## config.mk

```make
export PLATFORM = sky130hd
export DESIGN_NAME = seg_scan_controller_flat
export DESIGN_NICKNAME = d
export VERILOG_FILES = /design/src/rtl/seg_scan_if.sv /design/src/rtl/seg_scan_controller.sv /design/src/flat_wrapper.sv
export SDC_FILE = /design/constraint.sdc
export NUM_CORES = 1
export LEC_CHECK = 0
export BUFFER_PORTS_ARGS = -buffer_cell sky130_fd_sc_hd__buf_4
export CORE_MARGIN = 3
export CORE_UTILIZATION = 30
export DETAILED_ROUTE_END_ITERATION = 10
export PLACE_DENSITY = 0.54
export SLEW_MARGIN = 20
export SYNTH_ARGS = -nofsm -noshare
export SYNTH_HDL_FRONTEND = slang
export SYNTH_SLANG_ARGS = --single-unit
```

## constraint.sdc

```tcl
create_clock -name clk -period 5.45 [get_ports clk]
set_input_delay 1.09 -clock clk [delete_from_list [all_inputs] [get_ports clk]]
set_output_delay 1.09 -clock clk [all_outputs]
set_load 0.02 [all_outputs]
```

## src/rtl/seg_scan_if.sv

```systemverilog
// seg_scan_if: control and display signals between the stopwatch datapath
// and the seven-segment scan controller.
//   master : drives enable, brightness, lzb_en, BCD0..BCD3; receives scan outputs
//   slave  : the scan controller; receives the controls, drives
//            refresh_counter (digit index), an (active-low anodes),
//            digit_blank (leading-zero suppression), frame_tick (frame start)
interface seg_scan_if;
    logic       enable;
    logic [3:0] brightness;
    logic       lzb_en;
    logic [3:0] BCD0;
    logic [3:0] BCD1;
    logic [3:0] BCD2;
    logic [3:0] BCD3;
    logic [1:0] refresh_counter;
    logic [3:0] an;
    logic       digit_blank;
    logic       frame_tick;

    modport master (
        output enable, brightness, lzb_en, BCD0, BCD1, BCD2, BCD3,
        input  refresh_counter, an, digit_blank, frame_tick
    );

    modport slave (
        input  enable, brightness, lzb_en, BCD0, BCD1, BCD2, BCD3,
        output refresh_counter, an, digit_blank, frame_tick
    );
endinterface

```

## src/rtl/seg_scan_controller.sv

```systemverilog
// seg_scan_controller: time-multiplexed scan of a 4-digit seven-segment
// display. Each digit slot is REFRESH_DIV cycles: a blanking gap of
// BLANK_CYCLES with all anodes off, then a brightness-scaled on window,
// then off for the rest of the slot. Optional leading-zero blanking keeps
// the anode off for suppressed digits.
// Ports:
//   clk   : system clock
//   reset : asynchronous, active-high reset
//   bus   : seg_scan_if.slave (enable, brightness, lzb_en, BCD0..3 in;
//           refresh_counter, an, digit_blank, frame_tick out; all registered)
module seg_scan_controller #(
    parameter int REFRESH_DIV  = 100000,
    parameter int BLANK_CYCLES = 1000,
    parameter int CNT_W        = 17
) (
    input  logic      clk,
    input  logic      reset,
    seg_scan_if.slave bus
);
    localparam int ON_STEP = (REFRESH_DIV - BLANK_CYCLES) / 16;
    // One extra bit so BLANK_CYCLES + on_len cannot overflow when it equals 2^CNT_W
    localparam int LEN_W = CNT_W + 1;
    localparam logic [CNT_W-1:0] SLOT_LAST = CNT_W'(REFRESH_DIV - 1);
    localparam logic [LEN_W-1:0] BLANK_LEN = LEN_W'(BLANK_CYCLES);
    localparam logic [LEN_W-1:0] STEP_LEN  = LEN_W'(ON_STEP);

    typedef enum logic [1:0] {
        ST_IDLE  = 2'd0,
        ST_BLANK = 2'd1,
        ST_ON    = 2'd2,
        ST_OFF   = 2'd3
    } state_t;

    state_t           r_state, w_state_n;
    logic [CNT_W-1:0] r_slot_cnt, w_slot_cnt_n;
    logic [1:0]       r_idx, w_idx_n;
    logic [LEN_W-1:0] r_on_len, w_on_len_n;
    logic             r_blank, w_blank_n;
    logic [3:0]       r_an, w_an_n;
    logic             r_tick, w_tick_n;
    logic             w_run_n;
    logic             w_start;

    // Leading-zero decision for digit idx: suppressed only when it and every
    // more significant digit are zero; digit 0 always shows.
    function automatic logic lzb_blank(input logic [1:0] idx, input logic en,
                                       input logic [3:0] d1, input logic [3:0] d2,
                                       input logic [3:0] d3);
        logic z3;
        logic z2;
        logic z1;
        logic res;
        z3 = (d3 == 4'd0);
        z2 = z3 & (d2 == 4'd0);
        z1 = z2 & (d1 == 4'd0);
        case (idx)
            2'd3:    res = z3;
            2'd2:    res = z2;
            2'd1:    res = z1;
            default: res = 1'b0;
        endcase
        return en & res;
    endfunction

    // Next-state, next-slot and next-output logic; outputs are computed from
    // the next state so the registered outputs line up with the state.
    always_comb begin
        w_run_n      = 1'b0;
        w_start      = 1'b0;
        w_slot_cnt_n = '0;
        w_idx_n      = 2'd0;
        case (r_state)
            ST_IDLE: begin
                if (bus.enable) begin
                    w_run_n = 1'b1;
                    w_start = 1'b1;
                end else begin
                    w_run_n = 1'b0;
                end
            end
            ST_BLANK, ST_ON, ST_OFF: begin
                if (!bus.enable) begin
                    w_run_n = 1'b0;
                end else if (r_slot_cnt == SLOT_LAST) begin
                    w_run_n = 1'b1;
                    w_start = 1'b1;
                    w_idx_n = r_idx + 2'd1;
                end else begin
                    w_run_n      = 1'b1;
                    w_slot_cnt_n = r_slot_cnt + CNT_W'(1);
                    w_idx_n      = r_idx;
                end
            end
            default: begin
                w_run_n = 1'b0;
            end
        endcase

        // Slot attributes are captured only on entry to a new slot
        if (!w_run_n) begin
            w_on_len_n = r_on_len;
            w_blank_n  = 1'b0;
        end else if (w_start) begin
            w_on_len_n = LEN_W'({1'b0, bus.brightness} + 5'd1) * STEP_LEN;
            w_blank_n  = lzb_blank(w_idx_n, bus.lzb_en, bus.BCD1, bus.BCD2, bus.BCD3);
        end else begin
            w_on_len_n = r_on_len;
            w_blank_n  = r_blank;
        end

        if (!w_run_n) begin
            w_state_n = ST_IDLE;
        end else if ({1'b0, w_slot_cnt_n} < BLANK_LEN) begin
            w_state_n = ST_BLANK;
        end else if ({1'b0, w_slot_cnt_n} < (BLANK_LEN + w_on_len_n)) begin
            w_state_n = ST_ON;
        end else begin
            w_state_n = ST_OFF;
        end

        if ((w_state_n == ST_ON) && !w_blank_n) begin
            w_an_n = ~(4'b0001 << w_idx_n);
        end else begin
            w_an_n = 4'b1111;
        end

        w_tick_n = w_run_n & w_start & (w_idx_n == 2'd0);
    end

    // State register and registered outputs
    always_ff @(posedge clk or posedge reset) begin
        if (reset) begin
            r_state    <= ST_IDLE;
            r_slot_cnt <= '0;
            r_idx      <= 2'd0;
            r_on_len   <= '0;
            r_blank    <= 1'b0;
            r_an       <= 4'b1111;
            r_tick     <= 1'b0;
        end else begin
            r_state    <= w_state_n;
            r_slot_cnt <= w_slot_cnt_n;
            r_idx      <= w_idx_n;
            r_on_len   <= w_on_len_n;
            r_blank    <= w_blank_n;
            r_an       <= w_an_n;
            r_tick     <= w_tick_n;
        end
    end

    assign bus.refresh_counter = r_idx;
    assign bus.an              = r_an;
    assign bus.digit_blank     = r_blank;
    assign bus.frame_tick      = r_tick;
endmodule
```

## src/flat_wrapper.sv

```systemverilog
// flat-port wrapper written by rule: the top's interface ports become plain ports
module seg_scan_controller_flat 
#(
    parameter int REFRESH_DIV  = 100000,
    parameter int BLANK_CYCLES = 1000,
    parameter int CNT_W        = 17
)
  (clk, reset, bus_enable, bus_brightness, bus_lzb_en, bus_BCD0, bus_BCD1, bus_BCD2, bus_BCD3, bus_refresh_counter, bus_an, bus_digit_blank, bus_frame_tick);
  seg_scan_if bus_i ();
  input  logic clk;
  input  logic reset;
  input wire logic [$bits(bus_i.enable)-1:0] bus_enable;
  input wire logic [$bits(bus_i.brightness)-1:0] bus_brightness;
  input wire logic [$bits(bus_i.lzb_en)-1:0] bus_lzb_en;
  input wire logic [$bits(bus_i.BCD0)-1:0] bus_BCD0;
  input wire logic [$bits(bus_i.BCD1)-1:0] bus_BCD1;
  input wire logic [$bits(bus_i.BCD2)-1:0] bus_BCD2;
  input wire logic [$bits(bus_i.BCD3)-1:0] bus_BCD3;
  output wire logic [$bits(bus_i.refresh_counter)-1:0] bus_refresh_counter;
  output wire logic [$bits(bus_i.an)-1:0] bus_an;
  output wire logic [$bits(bus_i.digit_blank)-1:0] bus_digit_blank;
  output wire logic [$bits(bus_i.frame_tick)-1:0] bus_frame_tick;
  assign bus_i.enable = bus_enable;
  assign bus_i.brightness = bus_brightness;
  assign bus_i.lzb_en = bus_lzb_en;
  assign bus_i.BCD0 = bus_BCD0;
  assign bus_i.BCD1 = bus_BCD1;
  assign bus_i.BCD2 = bus_BCD2;
  assign bus_i.BCD3 = bus_BCD3;
  assign bus_refresh_counter = bus_i.refresh_counter;
  assign bus_an = bus_i.an;
  assign bus_digit_blank = bus_i.digit_blank;
  assign bus_frame_tick = bus_i.frame_tick;
  seg_scan_controller #(.REFRESH_DIV(REFRESH_DIV), .BLANK_CYCLES(BLANK_CYCLES), .CNT_W(CNT_W)) u_core (.clk(clk), .reset(reset), .bus(bus_i));
endmodule
```

# Word level (Yosys, flattened, before mapping)
# Index checks and enable logic that the tools add are counted.
[word_totals]
ff_bits = 45
input_bits = 24
wordCells = 60
[op_classes]
n_addsub = 4
n_mul = 1
order_cmp = 2
n_eq_ne = 8
n_shift = 1
muxes = 22
bitwise_logic = 6
n_reduce_logical = 9
[op_table]
columns = ["op", "count"]
rows = [
  ["$mux 17", 3],
  ["$mux 18", 2],
  ["$add 10x18->18 const A", 1],
  ["$lt 17x18->1", 1],
  ["$mul 18x13->18 const B", 1],
  ["$add 17x1->17 const B", 1],
  ["$eq 17x17->1 const B", 1],
  ["$lt 17x10->1 const B", 1],
  ["$logic_not 4->1", 3],
  ["$eq 2x2->1 const B", 5],
  ["$mux 2", 5],
  ["$mux 1", 9],
  ["$add 4x1->5 const B", 1],
  ["$and 1x1->1", 5],
  ["$eq 2x1->1 const B", 2],
  ["$logic_not 2->1", 2],
  ["$mux 4", 1],
  ["$not 4->4", 1],
  ["$reduce_or 4->1", 1],
  ["$shl 1x2->4 const A", 1],
  ["$pmux 1 s3", 1],
  ["$reduce_or 3->1", 1],
  ["$add 2x1->2 const B", 1],
  ["$pmux 1 s2", 1],
  ["other kinds (2)", 2],
]

# Longest topological paths before layout
[logic_depth]
depth_word = 14
depth_mapped = 25
mapped_depth_nobuf = 25

# Worst setup path before layout
# Ideal clock, no wire load.
[synth_path]
path_kind = "input-to-reg"
startpoint = "input bus_brightness[0]"
endpoint = "register u_core.r_an[0], in the netlist u_core.bus.an[0]"
setup_time_ps = 101
arrival_ps = 5999
required_time_ps = 5349
setup_slack_ps = -650
stages = 24
path_cell_list = "nand3_1 xnor2_1 ha_1 fa_1 inv_1 fa_1 inv_1 ha_1 and4b_1 a221oi_2 xor2_1 nor3b_1 a211oi_1 nand2_1 nor2_1 xnor2_1 ha_1 a2111o_1 a211oi_1 o21ai_0 o221ai_1 nor2b_1 mux2i_2 nand4_1"
[synth_between]
elab_chain_cells = 12
[synth_lines]
columns = ["item", "line", "source"]
rows = [
  ["start: declaration", "flat_wrapper.sv:13", "input wire logic [$bits(bus_i.brightness)-1:0] bus_brightness;"],
  ["$add 4x1->5", "seg_scan_controller.sv:104", "w_on_len_n = LEN_W'({1'b0, bus.brightness} + 5'd1) * STEP_LEN;"],
  ["$mul 18x13->18", "seg_scan_controller.sv:104", ""],
  ["$mux 18", "seg_scan_controller.sv:103", "end else if (w_start) begin"],
  ["$mux 18", "seg_scan_controller.sv:100", "if (!w_run_n) begin"],
  ["$add 10x18->18", "seg_scan_controller.sv:115", "end else if ({1'b0, w_slot_cnt_n} < (BLANK_LEN + w_on_len_n)) begin"],
  ["$lt 17x18->1", "seg_scan_controller.sv:115", ""],
  ["$mux 1", "seg_scan_controller.sv:115", ""],
  ["$mux 2", "seg_scan_controller.sv:113", "end else if ({1'b0, w_slot_cnt_n} < BLANK_LEN) begin"],
  ["$mux 2", "seg_scan_controller.sv:111", "if (!w_run_n) begin"],
  ["$eq 2x2->1", "seg_scan_controller.sv:121", "if ((w_state_n == ST_ON) && !w_blank_n) begin"],
  ["$logic_and 1x1->1", "seg_scan_controller.sv:121", ""],
  ["$mux 4", "seg_scan_controller.sv:121", ""],
  ["named net u_core.w_an_n[0]", "seg_scan_controller.sv:39", "logic [3:0] r_an, w_an_n;"],
  ["end signal: assignment", "seg_scan_controller.sv:146", "r_an <= w_an_n;"],
  ["end: declaration", "seg_scan_controller.sv:39", ""],
]
# The timed path passes the listed nets, and every way through them passes these cells.

# Worst setup path after layout
# Ends and elaborated chain as after synthesis.

==> results.ini <==
[run_status]
outcome=complete, but fails checks
violations=negative setup slack

[logic_synthesis]
synth_cell_type_count=57
share_of_the_synthesized_netlist_area_taken_by_xor_and_xnor_gates=0.1164
simple_gate_area_share_of_the_yosys_netlist=0.2248
synth.cell_area_sq_um=3612
syn-instance-count=391
synth_fa_ha_area_frac=0.1642
yosysWarnings=0
synth_compound_gate_area_share=0.1347
synth_top_cell_by_area=dfrtp_1
synth.avg_cell_area_sq_um=9.238
synth_top_cells_by_area=dfrtp_1, ha_1, xnor2_1, xor2_1, nor2_1
ys_async_sr_fraction=1.000
sequential_share_of_the_synthesized_area=0.3131
synthDominantCellAreaShare=0.2840
ys.flop_type=dfrtp_1
synth.ff_latch_count=45
total_nets_after_synthesis=460
synth_mux_area_frac=0.01801
count_of_flip_flops_with_a_built_in_enable_after_synthesis=0
synth_top_family_by_area=simple AND/OR/NAND/NOR gates

[flow_run]
timing.max_cap.violations=0

[grt]
grt_pass1_wl_um=15190
grt_overflow=0
globalRouteTotalUtil=0.1396
grt_pass1_vias=3163
grt_start_max_net_pins=46
number_of_antenna_violations_at_the_first_check_in_global_routing=0

[hold_path]
worst_min_path_class=register to register
timing.hold.worst_path_depth=1

[cells_and_area]
multi_input_comb_area_sq_um=2693
drive_gt1_frac=0.3143
post_layout_nonfiller_instances=617
final_net_count=542
syn2layout_area_growth_pct=34.22
utilization=0.4175
ant_diodes=0
n_fill_cell=1153
area.sequential_sq_um=1131

[timing]
fin_tns_setup_ns=-1.889
setup_ws_ns=-0.3983
max_slew_margin=0.5439
layout_worst_path_cycle_share=1.073
worst_slew_pin_slew_ns=0.6779
worst_hold_slack_ns=0.4988
slew_viol_final=0
grt_setup_unrepaired=yes
clock.fmax_mhz=171.0
timing.final.crit_period_ns=5.848
setup_viol=5
timing.final.hold_violations=0
final.setup_skew_ns=0.007096

[floorplanning]
fp.dieArea_sq_um=13390
floorplan.die.width_um=115.7
floorplan.core_area_sq_um=11610
ioPinCount=32
die_h_um=115.7
rows=39
floorplan.initialDensity=0.3110

[setup_path]
cp_common_cell=ha_4
timing.reg2reg.worst_path_depth=21
critical_path_arrival_ns=6.04
timing.critical_path.fanout_max=5
setup.worst_path.end_class=register
worstPathRequired_ns=5.64
max_stage_delay_ns=0.55
setup.worst_path.class=input pin to register
critical_path.startpoint_type=input pin
critPathSlowestCell=fa_1

[drt]
detail_route.wirelength_um=8781
wl_per_cell_um=14.23
antenna_violating_nets_post_route=0
drcViolationCount=0
first_pass_iters=4
via_density_per_instance=4.968
drtIter0Drc=110
vias=3065

[power]
worst_ir_drop_vdd_mv=0.1662
p_per_area_nw_per_um2=266.4
power.leakage_nw=2.140
post-layout-total-power_mw=1.291

[cts]
cts_buffers=5
clock_pin_slew_on_the_worst_setup_and_hold_paths_ns=0.07
sink_count=45
clock_latency_ns=0.29
root_buffer=clkbuf_16
cts-root-to-sink-buffers=2
cts_tree=yes
htreeDepth=2

[placed_design]
place_congestion=0.8094
placement.io_buffers=27
place_hpwl_um=6978
place_inst=603

-- final timing paths --
| path | end | startpoint | slack (ns) |
|---|---|---|---|
| max in group asynchronous | u_core.r_slot_cnt[12] | reset | 4.11 |
| setup / recovery | u_core.bus.an[0] | bus_brightness[0] | -0.40 |
| hold / removal | u_core.r_slot_cnt[0] | u_core.r_slot_cnt[0] | 0.50 |
| hold reg to reg | u_core.r_slot_cnt[0] | u_core.r_slot_cnt[0] | 0.50 |
| min in group asynchronous | u_core.r_on_len[3] | reset | 0.94 |
| setup reg to reg | u_core.bus.an[0] | u_core.r_slot_cnt[0] | 0.56 |
-- cells in the mapped netlist, drive strengths merged, types with 2 or more instances --
library cell   n
ha            41
a21boi         2
and2           5
nor4b          2
xnor2         24
a31oi          5
dfstp          4
and4           4
dfrtp         41
nand4         11
fa             4
and3           8
or3            2
nand2b         4
o21ai         21
nor3b          4
nor3           6
a21o           5
xor2          24
mux2i          5
nor2          40
a211oi         5
buf            3
a21oi         13
o21a           6
clkbuf         4
a221oi         2
a31o           2
a2111oi        2
nand3         16
and4bb         2
inv           18
nand2         33
nor4           8
nor2b          2
-- logic make-up (layout without fill, tap and decap cells) --
family / Yosys count / count (layout)
adder cells (fa/ha/maj): 45 / 45
XOR/XNOR: 48 / 48
buffers and inverters: 25 / 108
AO/OA/AOI/OAI: 70 / 70
AND/OR/NAND/NOR: 152 / 152
multiplexers: 6 / 6
flip-flops: 45 / 45
-- metal layers --
layer | GRT usage | wire [um]
met5 | 0 | 0
met3 | 0.01149 | 133
met2 | 0.2450 | 4503
met4 | 0.03944 | 115
met1 | 0.1846 | 4028
-- sequential cells by signal, summed over array words and instances (netlist names) --
signal and cells:
u_core.bus.an 4, u_core.bus.digit_blank 1, u_core.bus.frame_tick 1, u_core.bus.refresh_counter 2
u_core.r_on_len 18, u_core.r_slot_cnt 17, u_core.r_state 2
-- worst max-delay path: cells and delay by family --
kind | cells | cell delay [ns]
multiplexers | 2 | 0.25
AND/OR/NAND/NOR | 7 | 1.07
XOR/XNOR | 2 | 0.26
AO/OA/AOI/OAI | 6 | 1.43
buffers and inverters | 2 | 0.28
adder cells (fa/ha/maj) | 6 | 1.63
-- stage by stage --
step,worst slack [ns],area [sq um]
after floorplan,-0.2301,3802
after global placement,-0.8687,4519
after detailed placement,-0.9148,4526
after CTS,-0.3824,4775
after global routing,-0.7908,4848
final,-0.3983,4848
-- final cells by class --
cell class | count | share of cell area
clock inverters | 3 | 0.004387
flip-flops and latches | 45 | 0.2333
well taps | 143 | 0.03690
clock buffers | 5 | 0.02581
inverters | 18 | 0.01394
repair buffers | 82 | 0.1303
multi-input cells | 321 | 0.5554
-- where the power goes --
group	leakage, nW	switching [mW]	internal, mW
registers	0.583	0.0284	0.371
clock network	0.0702	0.134	0.171
logic	1.49	0.290	0.298
total	2.14	0.452	0.839
-- cells in the final DEF, fill, tap and decap left out, types with 5 or more instances in the layout --
cell type  synthesis  layout
nand3_1           16      15
nor2_1            40      40
buf_4              0      80
ha_1              41      28
and2_1             5       5
dfrtp_1           41      41
a31oi_1            5       5
nor4_1             8       5
inv_1             18      14
a21oi_1           13      11
and3_1             8       7
nor3_1             6       6
o21ai_0           18      14
o21a_1             6       6
xor2_1            24      23
xnor2_1           24      21
ha_4               0       9
o21ai_1            3       5
nand4_1           10      10
nand2_1           33      33
clkbuf_16          0       5
-- timing repair --
| action | in CTS | in global routing |
|---|---|---|
| resized for setup | 17 | 10 |
| hold endpoints to repair | 0 | 0 |
| endpoints found under the setup margin | 5 | 5 |
| buffers inserted | 2 | 4 |
| pin swaps | 8 | 4 |
| hold buffers | 0 | 0 |
| cloned | 0 | 0 |
Note: power is estimated with default switching activity, not from simulation.
